`src/rtl/pwm_ramp_pkg.sv`:
```
// pwm_ramp_sequencer shared types and width helpers.
// Optional dwell stage: define PWM_RAMP_HOLD_EN.
package pwm_ramp_pkg;

  typedef enum logic [1:0] {
    IDLE,
    RAMP_UP,
    HOLD,
    RAMP_DOWN
  } state_t;

  localparam int PERIOD_DEF = 100;
  localparam int DW_DEF     = $clog2(PERIOD_DEF + 1);

  function automatic int duty_w(input int period);
    return $clog2(period + 1);
  endfunction

endpackage

```
`src/rtl/pwm_core.sv`:
```
// Free-running PWM counter with period-boundary shadowed duty.
// Duty changes only take effect on the cycle after period_end.
module pwm_core
  import pwm_ramp_pkg::*;
#(
  parameter int PERIOD = PERIOD_DEF,
  parameter int DW     = duty_w(PERIOD)
) (
  input  logic          clk,
  input  logic          rst,
  input  logic [DW-1:0] duty_cmd,
  output logic          pwm_out,
  output logic          period_end
);

  localparam int CW = $clog2(PERIOD);
  localparam logic [CW-1:0] LAST = CW'(PERIOD - 1);

  logic [CW-1:0] cnt;
  logic [DW-1:0] duty_act;

  always_ff @(posedge clk) begin
    if (rst) begin
      cnt      <= '0;
      duty_act <= '0;
    end else if (period_end) begin
      cnt      <= '0;
      duty_act <= duty_cmd;
    end else begin
      cnt      <= cnt + CW'(1);
    end
  end

  assign period_end = (cnt == LAST);
  assign pwm_out    = (DW'(cnt) < duty_act);

endmodule

```
`src/rtl/pwm_ramp_sequencer.sv`:
```
// Ramp-up / dwell / ramp-down duty sequencer around pwm_core.
// Dwell stage present only when PWM_RAMP_HOLD_EN is defined.
module pwm_ramp_sequencer
  import pwm_ramp_pkg::*;
#(
  parameter int PERIOD = PERIOD_DEF,
  parameter int DW     = duty_w(PERIOD),
  parameter int HW     = 8
) (
  input  logic          clk,
  input  logic          rst,
  input  logic          cfg_valid,
  output logic          cfg_ready,
  input  logic [DW-1:0] cfg_step,
  input  logic [DW-1:0] cfg_max,
  input  logic [HW-1:0] cfg_hold,
  input  logic          abort,
  output logic          pwm_out,
  output logic [DW-1:0] duty,
  output logic          period_end,
  output logic          busy,
  output logic          done
);

  localparam logic [DW-1:0] PMAX = DW'(PERIOD);

  state_t        state, state_n;
  logic [DW-1:0] duty_q, duty_n;
  logic [DW-1:0] step_q, step_n;
  logic [DW-1:0] max_q, max_n;
  logic          done_q, done_n;
  logic [DW:0]   up_sum;
  logic [DW-1:0] up_val, dn_val;

`ifdef PWM_RAMP_HOLD_EN
  logic [HW-1:0] hcnt_q, hcnt_n;
`else
  logic unused_hold;
  assign unused_hold = ^cfg_hold;
`endif

  // Sum kept one bit wider so a large step cannot wrap past the ceiling
  assign up_sum = {1'b0, duty_q} + {1'b0, step_q};
  assign up_val = (up_sum > {1'b0, max_q}) ? max_q : up_sum[DW-1:0];
  assign dn_val = (duty_q > step_q) ? duty_q - step_q : '0;

  always_ff @(posedge clk) begin
    if (rst) begin
      state  <= IDLE;
      duty_q <= '0;
      step_q <= '0;
      max_q  <= '0;
      done_q <= 1'b0;
`ifdef PWM_RAMP_HOLD_EN
      hcnt_q <= '0;
`endif
    end else begin
      state  <= state_n;
      duty_q <= duty_n;
      step_q <= step_n;
      max_q  <= max_n;
      done_q <= done_n;
`ifdef PWM_RAMP_HOLD_EN
      hcnt_q <= hcnt_n;
`endif
    end
  end

  always_comb begin
    state_n = state;
    duty_n  = duty_q;
    step_n  = step_q;
    max_n   = max_q;
    done_n  = 1'b0;
`ifdef PWM_RAMP_HOLD_EN
    hcnt_n  = hcnt_q;
`endif
    unique case (state)
      IDLE: begin
        duty_n = '0;
        if (cfg_valid) begin
          state_n = RAMP_UP;
          step_n  = (cfg_step == '0) ? DW'(1) : cfg_step;
          max_n   = (cfg_max > PMAX) ? PMAX : cfg_max;
`ifdef PWM_RAMP_HOLD_EN
          hcnt_n  = cfg_hold;
`endif
        end
      end
      RAMP_UP: begin
        if (period_end) begin
          duty_n = up_val;
          if (up_val == max_q) begin
`ifdef PWM_RAMP_HOLD_EN
            state_n = HOLD;
`else
            state_n = RAMP_DOWN;
`endif
          end
        end
      end
`ifdef PWM_RAMP_HOLD_EN
      HOLD: begin
        if (period_end) begin
          if (hcnt_q <= HW'(1)) begin
            hcnt_n  = '0;
            state_n = RAMP_DOWN;
          end else begin
            hcnt_n  = hcnt_q - HW'(1);
          end
        end
      end
`endif
      RAMP_DOWN: begin
        if (period_end) begin
          duty_n = dn_val;
          if (dn_val == '0) begin
            state_n = IDLE;
            done_n  = 1'b1;
          end
        end
      end
      default: begin
        state_n = IDLE;
        duty_n  = '0;
      end
    endcase
    // In IDLE abort is ignored, so a simultaneous transfer wins
    if (state != IDLE && abort) begin
      state_n = IDLE;
      duty_n  = '0;
      done_n  = 1'b1;
    end
  end

  assign cfg_ready = (state == IDLE);
  assign busy      = (state != IDLE);
  assign duty      = duty_q;
  assign done      = done_q;

  pwm_core #(
    .PERIOD (PERIOD),
    .DW     (DW)
  ) u_core (
    .clk        (clk),
    .rst        (rst),
    .duty_cmd   (duty_q),
    .pwm_out    (pwm_out),
    .period_end (period_end)
  );

endmodule

```
`config.mk`:
```
export PLATFORM = sky130hd
export DESIGN_NAME = pwm_ramp_sequencer
export DESIGN_NICKNAME = d
export VERILOG_FILES = /design/src/rtl/pwm_ramp_pkg.sv /design/src/rtl/pwm_core.sv /design/src/rtl/pwm_ramp_sequencer.sv
export SDC_FILE = /design/constraint.sdc
export NUM_CORES = 1
export LEC_CHECK = 0
export ABC_CLOCK_PERIOD_IN_PS = 3700
export CORE_UTILIZATION = 47
export CTS_CLUSTER_SIZE = 28
export DETAILED_ROUTE_END_ITERATION = 12
export GPL_ROUTABILITY_DRIVEN = 0
export GPL_TIMING_DRIVEN = 0
export PLACE_DENSITY = 0.7
export SLEW_MARGIN = 20
export SYNTH_ARGS = -nofsm -noshare
export SYNTH_HDL_FRONTEND = slang
export SYNTH_SLANG_ARGS = --single-unit
```
`constraint.sdc`:
```
create_clock -name clk -period 3.7 [get_ports clk]
set_input_delay 0.37 -clock clk [delete_from_list [all_inputs] [get_ports clk]]
set_output_delay 0.37 -clock clk [all_outputs]
set_load 0.01 [all_outputs]
```
After elaboration in Yosys (flattened, before gate mapping)
Index checks and enable logic that the tools add are counted.
{"block": "totals", "reg_bits": 38, "in_bits": 26, "out_inout_bits": 12, "elab_cells": 50}
{"block": "op_classes", "add_sub_neg": 3, "n_lt_le_gt_ge": 4, "n_eq_ne": 9, "n_mux": 17, "n_reduce_logical": 10}
{"op": "7-bit two-way mux", "count": 6}
{"op": "7-bit logical NOT", "count": 2}
{"op": "7-bit one-hot mux with 2 select lines", "count": 1}
{"op": "2-bit two-way mux", "count": 5}
{"op": "2-bit != test, second input constant", "count": 5}
{"op": "7-bit by 7-bit adder with 8-bit output", "count": 1}
{"op": "8-bit by 7-bit greater-than comparator with 1-bit output", "count": 1}
{"op": "7-bit by 1-bit adder with 7-bit output, second input constant", "count": 1}
{"op": "7-bit == test", "count": 1}
{"op": "7-bit == test, second input constant", "count": 1}
{"op": "7-bit greater-than comparator", "count": 1}
{"op": "7-bit greater-than comparator, second input constant", "count": 1}
{"op": "7-bit less-than comparator", "count": 1}
{"op": "7-bit subtractor", "count": 1}
{"op": "2-bit one-hot mux with 3 select lines", "count": 1}
{"op": "5-bit AND reduction", "count": 1}
{"op": "1-bit two-way mux", "count": 4}
{"op": "2-bit AND reduction", "count": 2}
{"op": "2-bit OR reduction", "count": 2}
{"op": "2-bit by 1-bit == test with 1-bit output, second input constant", "count": 1}
{"op": "2-bit == test, second input constant", "count": 1}
{"op": "2-bit logical NOT", "count": 1}
{"op": "2-bit nonzero test", "count": 1}
{"op": "1-bit logical AND", "count": 1}

Logic depth before layout (Yosys ltp)
Gate-level depths: netlist of the first run.
{"block": "depth", "ltp_word": 7, "mapped_depth": 16, "mapped_depth_nobuf": 16}

By module
From an unflattened synthesis of the first run, not the netlist that was laid out.
{"block": "unflattened", "cells_unflattened": 345, "hier_area_um2": 2875.3}
{"mod": "pwm_ramp_sequencer", "instances": 1, "cells_each": 264, "area_per_inst_um2": 2085.8, "seq_area_each_um2": 480.5}
{"mod": "pwm_core", "instances": 1, "cells_each": 81, "area_per_inst_um2": 789.5, "seq_area_each_um2": 280.3}

Least setup slack after synthesis of the first run
OpenSTA, ideal clock, no wires.
{"block": "synth_timing", "path_type": "flip-flop to flip-flop", "from": "register duty_q[1] (netlist: duty[1])", "to": "register duty_q[3] (netlist: duty[3])", "setup_time_ns": 0.126, "arrival_ns": 3.298, "required_ns": 3.574, "path_slack_ns": 0.277, "path_stages_with_launch": 15, "path_buffers": 0, "period_less_slack_ns": 3.423, "path_cell_list": "dfxtp_1 > inv_1 > fa_1 > or2_1 > a221oi_1 > nor2_1 > o21ai_1 > xnor2_1 > ha_1 > a211o_1 > o21ai_0 > a21oi_1 > nor2_2 > mux2i_1 > o22ai_1"}
{"block": "synth_between", "elab_chain_cells": 5}
{"element": "start, declared", "line_no": "pwm_ramp_sequencer.sv:28", "text": "logic [DW-1:0] duty_q, duty_n;"}
{"element": "start signal, assigned", "line_no": "pwm_ramp_sequencer.sv:59", "text": "duty_q <= duty_n;"}
{"element": "7-bit by 7-bit adder with 8-bit output", "line_no": "pwm_ramp_sequencer.sv:43", "text": "assign up_sum = {1'b0, duty_q} + {1'b0, step_q};"}
{"element": "8-bit by 7-bit greater-than comparator with 1-bit output", "line_no": "pwm_ramp_sequencer.sv:44", "text": "assign up_val = (up_sum > {1'b0, max_q}) ? max_q : up_sum[DW-1:0];"}
{"element": "7-bit two-way mux", "line_no": "pwm_ramp_sequencer.sv:44"}
{"element": "7-bit two-way mux", "line_no": "pwm_ramp_sequencer.sv:91", "text": "if (period_end) begin"}
{"element": "7-bit one-hot mux with 2 select lines (*)", "line_no": "pwm_ramp_sequencer.sv:78", "text": "unique case (state)"}
Mark *: on every way between the ends. The rest lies on a longest branch, timed or not. The select of a mux whose other input is x is not followed.
A chain may end at the register's enable or synchronous reset.

Worst setup path after layout of the first run
{"block": "layout_timing", "from": "register step_q[1]", "to": "register duty_q[4] (netlist: duty[4])"}
{"block": "layout_between", "elab_chain_cells": 5}
{"element": "start, declared", "line_no": "pwm_ramp_sequencer.sv:29", "text": "logic [DW-1:0] step_q, step_n;"}
{"element": "start signal, assigned", "line_no": "pwm_ramp_sequencer.sv:60", "text": "step_q <= step_n;"}
{"element": "7-bit by 7-bit adder with 8-bit output", "line_no": "pwm_ramp_sequencer.sv:43"}
{"element": "8-bit by 7-bit greater-than comparator with 1-bit output", "line_no": "pwm_ramp_sequencer.sv:44"}
{"element": "7-bit two-way mux", "line_no": "pwm_ramp_sequencer.sv:44"}
{"element": "7-bit two-way mux", "line_no": "pwm_ramp_sequencer.sv:91"}
{"element": "7-bit one-hot mux with 2 select lines (*)", "line_no": "pwm_ramp_sequencer.sv:78"}
Marked as above.

==> impl_summary.md, run 1 <==
Floorplanning
The row count is 26. The die covers 5932 sq um. The starting density of the core is 0.5019. The number of primary I/O pins is 38. After floorplanning, the core was sized to cover 5270 sq um. The die width is 77.02 um. In this run the vertical extent of the chip is 77.02 um.

Synth
In this run, synthesis produced a sequential element count of 38. The synthesized design contains 0 enable-type register cells. The synthesized netlist contains 51 unique library cells. Of the synthesized area, sequential elements account for 0.2876.

Among all flip-flop cells after synthesis, the most frequent one is dfxtp_1. The mean instance size in the synthesized netlist is 7.991 sq um. The synthesized netlist net count is 387.

For this run, the number of Yosys warnings is 0. After synthesis, the cell types taking the most area are dfxtp_1, ha_1, nand2_1. The post-synth design cell area is 2645 sq um. The area share of the leading cell type in the synthesized netlist is 0.2876.

The async set-reset flop share out of synthesis is 0. Synthesis handed over a netlist of 331 instances. The post-synthesis cell type with the largest combined area is dfxtp_1.

Finish
Leaving out fill and tap cells, the most frequent cells in the layout are nand2_1, dfxtp_1, inv_1. At the end of the flow, the number of nets in the layout was between 400 and 500. The number of antenna diodes in the final layout is 0.

The layout overhead on the synthesized area is 20.91%. The share of cells above drive strength 1 is 0.08108. Leaving out fill and tap cells, the most frequent cell in the layout is nand2_1.

STA
The final worst hold slack is between 0.4 and 0.5 ns. The part of the cycle the worst path needs is 0.9566. For the pin with the worst max-slew slack, the measured transition is 0.5105 ns. The final-report hold violation count is 0.

The sum of negative setup slack is 0 ns. The max-slew headroom at the worst pin is 0.6597. The final max-slew violation count is 0.

Derived from the worst setup path, the maximum achievable clock frequency is about 280 MHz. The worst clock skew is approximately 0.0048 ns. The clock period could shrink to roughly 3.5 ns.

The final count of negative-setup-slack endpoints is 0.

Worst setup path
The maximum fanout encountered on the critical timing path is 8. The sum of buffers and inverters on the critical path is 1. The endpoint class of the critical path is a flip-flop. Broken down by cell family, the worst path's largest delay share belongs to compound AO/OA/AOI/OAI gates. The most numerous cell type found on the critical path is ha_1. For the worst setup path, the data arrival time is ~3.7 ns. For the worst setup path, the data required time is around 3.9 ns. In this run the critical register-to-register path is launched from step_q[1]. The worst register-to-register path has a setup slack of approximately 0.16 ns. For this run, the slowest stage of the critical path takes about 0.37 ns. The standard cell with the maximum stage delay on the critical path is dfxtp_2. The signal on the critical path passes through inv_1 -> ha_1 -> nand2b_1 -> a211oi_2 -> nor2_1 -> o311ai_2 -> ha_1 -> a21o_1 -> a211o_1 -> o21ai_1 -> a21oi_2 -> nor2_4 -> mux2i_1 -> o22ai_1. The worst setup path is launched from a flip-flop. Measured in cells, the most critical reg-to-reg path has a length of 14.

The setup path with the least slack is of type flip-flop to flip-flop. The endpoint identified for the worst register-to-register timing path is duty[4].

CTS
For the worst-skew pair, the clock arrives at the later sink with an insertion delay of 0.28 ns. The longest clock path from root to sink contains 2 buffers. After clock tree synthesis, the flow added hold-fix buffers numbering 0. The tree built by TritonCTS fans out to 38 sinks. The cell sitting at the root of the clock tree is a clkbuf_8.

TritonCTS built the clock tree. The H-tree depth reported by CTS is 2. The total CTS buffers is 5. After clock tree synthesis, the clock-pin slew on the worst setup and hold paths is roughly 0.070 ns.

Place
Buffers placed on the I/O ports in this run total 28. The HPWL after detailed placement is 5.022 mm.

Route
The routed length per placed instance is about 15 um. The remaining antenna violation count is 0. The total number of vias is 2449. The length of the first detailed-routing pass in iterations is 4. The post-route DRC violation count is 0. Summed over all layers, the routed wires come to about 6.4 mm. For this block, the initial DRC count from the detailed router was between 100 and 150.

Dividing the detail-routed via count by the number of cells gives around 5.6.

Hold path
Counting instances, the worst hold path has a depth of 1. The startpoint identified for the worst hold timing path is u_core.cnt[0]. For hold timing, the worst endpoint is u_core.cnt[0]. The class of the tightest hold or removal check is flip-flop to flip-flop.

Status
The flow ran to the end, and the final reports show no timing, DRC or antenna violations.

Global route
The initial antenna violation count was 0. The global-route wire length before repair is 10.93 mm. The largest net degree at the start of global routing is 12. For this run, the total global-route usage over all layers was measured as 0.2318.

The residual overflow from global routing is 0. The via count of the first global-routing pass is 2268.

Power
For this design the static power due to leakage is roughly 1.2 nW. The worst vdd rail ir drop is 0.2368 mV. The power per cell area is roughly 430 nW/um^2.

Flow run
The number of maximum-capacitance violations is 0.
sequential cells by signal, indices dropped and copies added, names as in the netlist:
signal and flops:
u_core.cnt 7, max_q 7, step_q 7, duty 7
u_core.duty_act 7, state 2, done 1
area by class of cell:
class	instances	area (sq um)
fill	501	2072
clock inverter	1	30.03
buffer	12	47.55
multi-input combinational	249	1749
inverter	32	120.1
clock buffer	6	82.58
tap	70	87.58
timing repair buffer	32	310.3
sequential	38	770.7
cell usage after synthesis (4+ instances only):
| cell | instances |
|---|---|
| and2_1 | 4 |
| a221oi_1 | 5 |
| and3_1 | 5 |
| o21ai_0 | 14 |
| nand2_1 | 40 |
| nand2b_1 | 5 |
| o31a_1 | 4 |
| clkbuf_1 | 10 |
| ha_1 | 28 |
| o22ai_1 | 4 |
| xor2_1 | 6 |
| xnor2_1 | 12 |
| a21oi_1 | 26 |
| a21o_1 | 5 |
| nand3_1 | 8 |
| nor2b_1 | 5 |
| dfxtp_1 | 38 |
| nor2_1 | 27 |
| a31oi_1 | 4 |
| inv_1 | 31 |
| a22oi_1 | 5 |
metal layers:
metal	routed length, um	vias to the layer above	track usage	share of wire
li1	-	1231	-	-
met1	3067	1127	0.3319	0.48
met2	2723	80	0.3464	0.42
met3	539	11	0.04167	0.084
met4	112	0	0.08113	0.017
met5	0	-	0	0
kinds of logic (layout without fill, tap and decap cells):
logic type	count (synthesis)	count (layout)	share of synthesized area
compound gates	83	83	0.2081
buf+inv	44	83	0.06339
flops	38	38	0.2876
xor+xnor	21	21	0.08041
simple gates	112	112	0.2015
mux	3	3	0.01135
fa+ha+maj	30	30	0.1476
how the worst max path moves through the flow:
stage,start,to,cells past startpoint
global placement,duty[1],duty[4],14
detailed placement,duty[1],duty[4],14
finish,step_q[1],duty[4],14
global route,duty[0],duty[0],16
CTS,duty[0],duty[4],15
floorplan,duty[1],duty[3],14
report_power, final:
part | internal [W] | switching, W | total, W
Clock | 0.000216 | 0.000140 | 0.000356
Combinational | 0.000266 | 0.000305 | 0.000571
Sequential | 0.000431 | 0.0000274 | 0.000458
Total | 0.000912 | 0.000473 | 0.00139
per-stage QoR:
step	setup slack, ns	util	power, W	instances	area, sq um
3_5_place_dp	-0.1605	0.5717	0.0009789	429	3013
2_1_floorplan	0.2767	-	0.0008393	331	2645
5_1_grt	-0.003798	0.6068	0.001471	440	3198
4_1_cts	0.02787	0.5976	0.001360	437	3149
3_3_place_gp	-0.1497	0.5717	0.0009755	429	3013
6_report	0.1604	0.6068	0.001385	440	3198
repair_timing:
action | 4_1_cts | 5_1_grt
setup endpoints to repair | 8 | 8
gates resized for setup | 4 | 11
endpoints found under the hold margin | 0 | 0
setup buffers | 1 | 3
pin swaps | 0 | 7
worst reg2reg max path, stage by stage, from the launching register on:
cell      delay, ns
dfxtp_2        0.37
inv_1          0.10
ha_1           0.31
nand2b_1       0.19
a211oi_2       0.34
nor2_1         0.09
o311ai_2       0.36
ha_1           0.31
a21o_1         0.18
a211o_1        0.30
o21ai_1        0.17
a21oi_2        0.09
nor2_4         0.21
mux2i_1        0.28
o22ai_1        0.12
Note: power is estimated with default switching activity, not from simulation.
==> run 2, diff against run 1 <==
Settings changed: ABC_CLOCK_PERIOD_IN_PS 3700 to unset.
==> results of run 2 <==
Same layout as run 1: the final DEF is identical, and so are final timing and power.
